[src/rtl/rej_sampler_stream.sv]
`default_nettype none
// ============================================================================
// Module      : rej_sampler_stream
// Description : Streams a seed into SHAKE, then rejection-samples the squeeze
//               stream into packed polynomial coefficients (RejNTTPoly /
//               RejBoundedPoly).
// Revision    : 1.0 - initial release
// ============================================================================
module rej_sampler_stream #(
    parameter int DATA_IN_BITS    = 64,
    parameter int DATA_OUT_BITS   = 64,
    parameter int COEFF_WIDTH     = 24,
    parameter int COEFFS_PER_WORD = 4,
    parameter int N               = 256,
    parameter int SEED_MAX_BYTES  = 66
) (
    input  logic                                   clk,
    input  logic                                   rst,
    input  logic                                   start,
    input  logic                                   mode,
    input  logic                                   eta_sel,
    input  logic [SEED_MAX_BYTES*8-1:0]            seed,
    input  logic [6:0]                             seed_bytes,
    output logic                                   busy,
    output logic                                   done,
    output logic [DATA_IN_BITS-1:0]                ab_data,
    output logic                                   ab_valid,
    output logic                                   ab_last,
    output logic [$clog2(DATA_IN_BITS):0]          ab_last_len,
    input  logic                                   ab_ready,
    input  logic [DATA_OUT_BITS-1:0]               sq_data,
    input  logic                                   sq_valid,
    output logic                                   sq_ready,
    output logic [COEFF_WIDTH*COEFFS_PER_WORD-1:0] wr_data,
    output logic [$clog2(N/COEFFS_PER_WORD)-1:0]   wr_addr,
    output logic                                   wr_valid,
    input  logic                                   wr_ready
);

    localparam int c_SEED_W    = SEED_MAX_BYTES * 8;
    localparam int c_MAX_BEATS = (c_SEED_W + DATA_IN_BITS - 1) / DATA_IN_BITS;
    localparam int c_PAD_W     = c_MAX_BEATS * DATA_IN_BITS;
    localparam int c_BEAT_W    = $clog2(c_MAX_BEATS + 1);
    localparam int c_BUF_W     = DATA_OUT_BITS + 24;
    localparam int c_FILL_W    = $clog2(c_BUF_W + 1);
    localparam int c_WORD_W    = COEFF_WIDTH * COEFFS_PER_WORD;
    localparam int c_ADDR_W    = $clog2(N / COEFFS_PER_WORD);
    localparam int c_PACK_W    = $clog2(COEFFS_PER_WORD + 1);
    localparam int c_CNT_W     = $clog2(N + 1);
    localparam int c_LEN_W     = $clog2(DATA_IN_BITS) + 1;
    localparam logic [COEFF_WIDTH-1:0] c_Q = COEFF_WIDTH'(8380417);

    typedef enum logic [1:0] {
        S_IDLE   = 2'd0,
        S_ABSORB = 2'd1,
        S_RUN    = 2'd2,
        S_DRAIN  = 2'd3
    } state_t;

    state_t                state_q,      state_d;
    logic                  mode_q,       mode_d;
    logic                  eta_q,        eta_d;
    logic [c_PAD_W-1:0]    seed_q,       seed_d;
    logic [6:0]            seed_bytes_q, seed_bytes_d;
    logic [c_BEAT_W-1:0]   beat_q,       beat_d;
    logic [c_BUF_W-1:0]    buf_q,        buf_d;
    logic [c_FILL_W-1:0]   fill_q,       fill_d;
    logic [c_WORD_W-1:0]   pack_q,       pack_d;
    logic [c_PACK_W-1:0]   pack_cnt_q,   pack_cnt_d;
    logic [c_CNT_W-1:0]    coeff_cnt_q,  coeff_cnt_d;
    logic                  wr_valid_q,   wr_valid_d;
    logic [c_ADDR_W-1:0]   wr_addr_q,    wr_addr_d;
    logic                  done_q,       done_d;

    logic [c_SEED_W-1:0]    w_seed_mask;
    logic [15:0]            w_total_bits;
    logic [15:0]            w_nbeats;
    logic [15:0]            w_rem;
    logic                   w_last_beat;
    logic [c_FILL_W-1:0]    w_need;
    logic                   w_can_eval;
    logic                   w_load;
    logic                   w_accept;
    logic [COEFF_WIDTH-1:0] w_coeff;
    logic [22:0]            w_v;
    logic [3:0]             w_nib;
    logic [3:0]             w_r;
    logic [3:0]             w_eta;

    // Bytes beyond seed_bytes are zeroed at capture so the final beat pads with 0.
    always_comb begin
        w_seed_mask = '0;
        for (int b = 0; b < SEED_MAX_BYTES; b++) begin
            w_seed_mask[b*8 +: 8] = (b < int'(seed_bytes)) ? 8'hFF : 8'h00;
        end
    end

    assign w_total_bits = 16'(seed_bytes_q) << 3;
    assign w_nbeats     = (w_total_bits + 16'(DATA_IN_BITS - 1)) / 16'(DATA_IN_BITS);
    assign w_rem        = w_total_bits % 16'(DATA_IN_BITS);
    assign w_last_beat  = (16'(beat_q) + 16'd1) == w_nbeats;

    assign busy        = (state_q != S_IDLE);
    assign done        = done_q;
    assign ab_valid    = (state_q == S_ABSORB);
    assign ab_data     = ab_valid ? seed_q[beat_q*DATA_IN_BITS +: DATA_IN_BITS] : '0;
    assign ab_last     = ab_valid & w_last_beat;
    assign ab_last_len = !ab_valid        ? '0 :
                         (w_rem == 16'd0) ? c_LEN_W'(DATA_IN_BITS) : c_LEN_W'(w_rem);

    assign w_need     = mode_q ? c_FILL_W'(4) : c_FILL_W'(24);
    assign sq_ready   = (state_q == S_RUN) && (fill_q <  w_need) && !wr_valid_q;
    assign w_can_eval = (state_q == S_RUN) && (fill_q >= w_need) && !wr_valid_q;
    assign w_load     = sq_ready && sq_valid;

    assign wr_valid = wr_valid_q;
    assign wr_data  = wr_valid_q ? pack_q    : '0;
    assign wr_addr  = wr_valid_q ? wr_addr_q : '0;

    assign w_v   = buf_q[22:0];
    assign w_nib = buf_q[3:0];
    assign w_eta = eta_q ? 4'd4 : 4'd2;
    assign w_r   = eta_q ? w_nib : (w_nib % 4'd5);

    // Bounded value is eta - r; a negative result wraps to Q - (r - eta).
    always_comb begin
        w_accept = 1'b0;
        w_coeff  = '0;
        if (!mode_q) begin
            w_accept = COEFF_WIDTH'(w_v) < c_Q;
            w_coeff  = COEFF_WIDTH'(w_v);
        end else begin
            w_accept = eta_q ? (w_nib < 4'd9) : (w_nib < 4'd15);
            if (w_r <= w_eta) begin
                w_coeff = COEFF_WIDTH'(w_eta - w_r);
            end else begin
                w_coeff = c_Q - COEFF_WIDTH'(w_r - w_eta);
            end
        end
    end

    always_comb begin
        state_d      = state_q;
        mode_d       = mode_q;
        eta_d        = eta_q;
        seed_d       = seed_q;
        seed_bytes_d = seed_bytes_q;
        beat_d       = beat_q;
        buf_d        = buf_q;
        fill_d       = fill_q;
        pack_d       = pack_q;
        pack_cnt_d   = pack_cnt_q;
        coeff_cnt_d  = coeff_cnt_q;
        wr_valid_d   = wr_valid_q;
        wr_addr_d    = wr_addr_q;
        done_d       = 1'b0;

        case (state_q)
            S_IDLE: begin
                if (start) begin
                    mode_d       = mode;
                    eta_d        = eta_sel;
                    seed_d       = c_PAD_W'(seed & w_seed_mask);
                    seed_bytes_d = seed_bytes;
                    beat_d       = '0;
                    buf_d        = '0;
                    fill_d       = '0;
                    pack_d       = '0;
                    pack_cnt_d   = '0;
                    coeff_cnt_d  = '0;
                    wr_valid_d   = 1'b0;
                    wr_addr_d    = '0;
                    state_d      = S_ABSORB;
                end
            end

            S_ABSORB: begin
                if (ab_ready) begin
                    beat_d = beat_q + c_BEAT_W'(1);
                    if (w_last_beat) begin
                        state_d = S_RUN;
                    end
                end
            end

            S_RUN: begin
                if (w_load) begin
                    buf_d  = buf_q | (c_BUF_W'(sq_data) << fill_q);
                    fill_d = fill_q + c_FILL_W'(DATA_OUT_BITS);
                end else if (w_can_eval) begin
                    buf_d  = buf_q >> w_need;
                    fill_d = fill_q - w_need;
                    if (w_accept) begin
                        pack_d[pack_cnt_q*COEFF_WIDTH +: COEFF_WIDTH] = w_coeff;
                        coeff_cnt_d = coeff_cnt_q + c_CNT_W'(1);
                        if (pack_cnt_q == c_PACK_W'(COEFFS_PER_WORD - 1)) begin
                            pack_cnt_d = '0;
                            wr_valid_d = 1'b1;
                        end else begin
                            pack_cnt_d = pack_cnt_q + c_PACK_W'(1);
                        end
                        if (coeff_cnt_q == c_CNT_W'(N - 1)) begin
                            state_d = S_DRAIN;
                        end
                    end
                end
                if (wr_valid_q && wr_ready) begin
                    wr_valid_d = 1'b0;
                    wr_addr_d  = wr_addr_q + c_ADDR_W'(1);
                end
            end

            S_DRAIN: begin
                if (wr_valid_q && wr_ready) begin
                    wr_valid_d = 1'b0;
                    wr_addr_d  = wr_addr_q + c_ADDR_W'(1);
                    buf_d      = '0;
                    fill_d     = '0;
                    done_d     = 1'b1;
                    state_d    = S_IDLE;
                end
            end

            default: state_d = S_IDLE;
        endcase
    end

    always_ff @(posedge clk) begin
        if (rst) begin
            state_q      <= S_IDLE;
            mode_q       <= 1'b0;
            eta_q        <= 1'b0;
            seed_q       <= '0;
            seed_bytes_q <= '0;
            beat_q       <= '0;
            buf_q        <= '0;
            fill_q       <= '0;
            pack_q       <= '0;
            pack_cnt_q   <= '0;
            coeff_cnt_q  <= '0;
            wr_valid_q   <= 1'b0;
            wr_addr_q    <= '0;
            done_q       <= 1'b0;
        end else begin
            state_q      <= state_d;
            mode_q       <= mode_d;
            eta_q        <= eta_d;
            seed_q       <= seed_d;
            seed_bytes_q <= seed_bytes_d;
            beat_q       <= beat_d;
            buf_q        <= buf_d;
            fill_q       <= fill_d;
            pack_q       <= pack_d;
            pack_cnt_q   <= pack_cnt_d;
            coeff_cnt_q  <= coeff_cnt_d;
            wr_valid_q   <= wr_valid_d;
            wr_addr_q    <= wr_addr_d;
            done_q       <= done_d;
        end
    end

endmodule
`default_nettype wire
[config.mk]
export PLATFORM = sky130hd
export DESIGN_NAME = rej_sampler_stream
export DESIGN_NICKNAME = d
export VERILOG_FILES = /design/src/rtl/rej_sampler_stream.sv
export SDC_FILE = /design/constraint.sdc
export NUM_CORES = 2
export LEC_CHECK = 0
export ABC_CLOCK_PERIOD_IN_PS = 4900
export CORE_ASPECT_RATIO = 1.4
export CORE_MARGIN = 10
export CORE_UTILIZATION = 39
export CTS_BUF_LIST = sky130_fd_sc_hd__clkbuf_16
export DETAILED_ROUTE_END_ITERATION = 8
export GPL_TIMING_DRIVEN = 1
export RECOVER_POWER = 25
export REMOVE_ABC_BUFFERS = 1
export SYNTH_ARGS = -nofsm -noshare
export SYNTH_HDL_FRONTEND = slang
export SYNTH_SLANG_ARGS = --single-unit
[constraint.sdc]
create_clock -name clk -period 4.9 [get_ports clk]
set_input_delay 0.98 -clock clk [delete_from_list [all_inputs] [get_ports clk]]
set_output_delay 0.98 -clock clk [all_outputs]
set_load 0.02 [all_outputs]
==> impl_metrics.env <==
export IMPL_root_buffer="clkbuf_16"
export IMPL_dp_slack_ns=0.4346
export IMPL_grt_use_total=0.3120
export IMPL_clock_sinks=752
export IMPL_synth_simple_area_share=0.1587
export IMPL_tns_ns=0
export IMPL_ctsHoldBuffers=0
export IMPL_grt_pass1_vias=36930
export IMPL_ys_warn_count=0
export IMPL_busiest_layer="met2"
export IMPL_grt_setup_unrepaired="false"
export IMPL_io_buffers=782
export IMPL_path_clk_slew_ns=0.07
export IMPL_clkLatencyLatePin_ns=0.69
export IMPL_numCtsBuffers=79
export IMPL_synthAdderAreaFrac=0.01105
export IMPL_drc_errors=0
export IMPL_slew_headroom=-0.5688
export IMPL_post_route_min_period_ns=4.508
export IMPL_synth_edf_count=0
export IMPL_areaGrowthSynthToFinish_pct=31.30
export IMPL_vias=37650
export IMPL_drive_above_1_share=0.09032
export IMPL_syn_area_um2=37590
export IMPL_crit_type="input port to flop"
export IMPL_yosys_register_bits=752
export IMPL_slowest_delay_ns=1.58
export IMPL_rows=134
export IMPL_gp_congestion=0.9773
export IMPL_worstMarginPinSlew_ns=2.353
export IMPL_fmax_mhz=221.8
export IMPL_initial_core_util=0.3933
export IMPL_die_area_um2=109400
export IMPL_drv_slew=727
export IMPL_end_kind="flop"
export IMPL_synth_compound_area_frac=0.2381
export IMPL_powerDensity_nw_per_um2=462.0
export IMPL_drv_cap=7
export IMPL_drt_iter0_markers=3896
export IMPL_worst_ep_arrival_time_ns=4.99
export IMPL_synth_top_family_by_area="compound AO/OA/AOI/OAI gates"
export IMPL_p_total_mw=22.80
export IMPL_wl_um=179200
export IMPL_post_route_period_util=0.9200
export IMPL_worst_path_max_delay_cell="clkbuf_2"
export IMPL_nets=5534
export IMPL_h_tree_depth=3
export IMPL_violations="max-capacitance violations, max-slew violations"
export IMPL_io_pins=786
export IMPL_cp_max_fo=166
export IMPL_path_cells="buf_8 -> clkbuf_4 -> clkbuf_2 -> nor2_1"
export IMPL_hp_class="flop to flop"
export IMPL_hold_slack_ns=0.4468
export IMPL_coreArea_um2=95570
export IMPL_cp_num_buf_inv=3
export IMPL_grt_overflow_total=0
export IMPL_antenna_found_initial=84
export IMPL_routed_via_density=6.044
export IMPL_syn_avg_cell_area_um2=8.799
export IMPL_die_height_um=387.3
export IMPL_met3_usage=0.08115
export IMPL_grt_max_degree=199
export IMPL_synth_cell_types=92
export IMPL_dp_hpwl_um=134500
export IMPL_synthArstFlopShare=0
export IMPL_cp_top_family="buffers and inverters"
export IMPL_fillCellCount=9121
export IMPL_netlist_instances=4272
export IMPL_die_w_um=282.4
export IMPL_grt_first_pass_wirelength_um=255600
export IMPL_finalClockSkew_ns=0.03954
export IMPL_layout_cells_non_filler=6230
export IMPL_cts_tree="yes"
export IMPL_critical_path_required_ns=5.39
export IMPL_met2_usage=0.5311
export IMPL_yosys_most_used_dff="dfxtp_1"
export IMPL_ir_drop_mv=0.2847
export IMPL_finalSetupViolations=0
export IMPL_use_met1=0.3521
export IMPL_finalWorstSetupSlack_ns=0.3919
export IMPL_postRouteAntennaNets=0
export IMPL_leakage_nw=17.33
export IMPL_cts_max_path_buffers=3
export IMPL_wl_per_cell_um=28.77
export IMPL_synth_area_mux_share=0.1441
export IMPL_outcome="finished, violations left"
export IMPL_hold_violations=0
export IMPL_synth_xor_area_frac=0.005959
export IMPL_cp_start_kind="input port"
export IMPL_placed_cells=6038
export IMPL_synth_seq_area_share=0.4005
export IMPL_dr_pass1_iters=9
## layer usage
layer	routed length, um	part of all wire
met1	65600	0.37
met2	87820	0.49
met3	15630	0.087
met4	9853	0.055
met5	333	0.0019
## state kept, by name (all words and copies together) (netlist names), 2 cells and up
| name | cells |
|---|---|
| beat_q | 4 |
| buf_q | 88 |
| coeff_cnt_q | 9 |
| fill_q | 5 |
| pack_cnt_q | 3 |
| pack_q | 96 |
| seed_bytes_q | 7 |
| seed_q | 528 |
| state_q | 2 |
| wr_addr_q | 6 |
## per-stage QoR
step / utilization / instance area [um^2]
after floorplan: - / 36200
after global placement: 0.4882 / 46650
after detailed placement: 0.4882 / 46650
after CTS: 0.5160 / 49320
after global routing: 0.5162 / 49330
final: 0.5164 / 49350
## kinds of logic after synthesis
family / after synthesis
compound gates: 1335
xor+xnor: 24
fa+ha+maj: 32
buf+inv: 403
flops: 752
mux: 347
other cells: 1
simple gates: 1378
## cells in the final DEF (no fill, tap or decap), drive strengths merged, types with 14 or more instances in the layout
| cell | synthesis | layout |
|---|---|---|
| a211oi | 87 | 87 |
| mux2i | 181 | 181 |
| mux4 | 154 | 154 |
| and3 | 15 | 15 |
| or3 | 14 | 14 |
| clkbuf | 294 | 99 |
| a22o | 14 | 14 |
| inv | 40 | 56 |
| o21ai | 213 | 213 |
| nor2b | 29 | 29 |
| a22oi | 538 | 538 |
| clkdlybuf4s50 | 0 | 775 |
| diode | 0 | 46 |
| clkinv | 2 | 39 |
| dfxtp | 752 | 752 |
| a32oi | 18 | 18 |
| nor2 | 703 | 703 |
| buf | 67 | 104 |
| nand4 | 15 | 15 |
| ha | 30 | 30 |
| nand2 | 295 | 295 |
| and2 | 124 | 124 |
| nor3 | 64 | 64 |
| a21o | 15 | 15 |
| o22ai | 15 | 15 |
| a21oi | 313 | 313 |
| nand3 | 82 | 82 |
## Yosys cell counts, drive strengths merged (18+ instances only)
master / count / area [um^2]
nor3: 64 / 320.3
and2: 124 / 775.8
ha: 30 / 375.4
nor2b: 29 / 181.4
buf: 67 / 295.3
clkbuf: 294 / 1104
a21oi: 313 / 1578
o21ai: 213 / 1070
a22oi: 538 / 4039
mux4: 154 / 3468
inv: 40 / 150.1
a32oi: 18 / 157.7
nor2: 703 / 2641
nand3: 82 / 410.4
mux2i: 181 / 1812
a211oi: 87 / 670.6
dfxtp: 752 / 15050
nand2: 295 / 1107
## tightest hold or removal path: cells and delay by family (launching register included)
| kind | cells | cell delay, ns |
|---|---|---|
| flip-flops | 1 | 0.31 |
| AND/OR/NAND/NOR | 1 | 0.05 |
| AO/OA/AOI/OAI | 1 | 0.05 |
## power by group
part           internal (mW)  leakage [nW]  switching [mW]
clock                   3.52          1.35            2.80
sequential              6.95          6.13           0.675
combinational           3.09          9.84            5.77
total                   13.6          17.3            9.25
## cell type report
cell class | count | area, um^2 | share of cell area
Multi-Input combinational cell | 3119 | 21060 | 0.4268
Inverter | 42 | 157.7 | 0.003194
Clock inverter | 65 | 634.4 | 0.01285
Tap cell | 1224 | 1531 | 0.03103
Antenna cell | 46 | 115.1 | 0.002332
Sequential cell | 752 | 15080 | 0.3055
Timing Repair Buffer | 901 | 8747 | 0.1772
Clock buffer | 81 | 2027 | 0.04107
## path summary, 6_finish.rpt
| check | from | to | slack [ns] | cells past startpoint |
|---|---|---|---|---|
| setup / recovery | rst | seed_q[308] | 0.39 | 4 |
| setup reg to reg | buf_q[2] | pack_q[36] | 0.46 | 21 |
| hold / removal | pack_q[26] | pack_q[26] | 0.45 | 2 |
| hold reg to reg | pack_q[26] | pack_q[26] | 0.45 | 2 |
## repair_timing
action,CTS,global route
gates resized for setup,0,2
endpoints found under the setup margin,0,14
buffers inserted,0,0
Power figures use the tool's default switching activity.
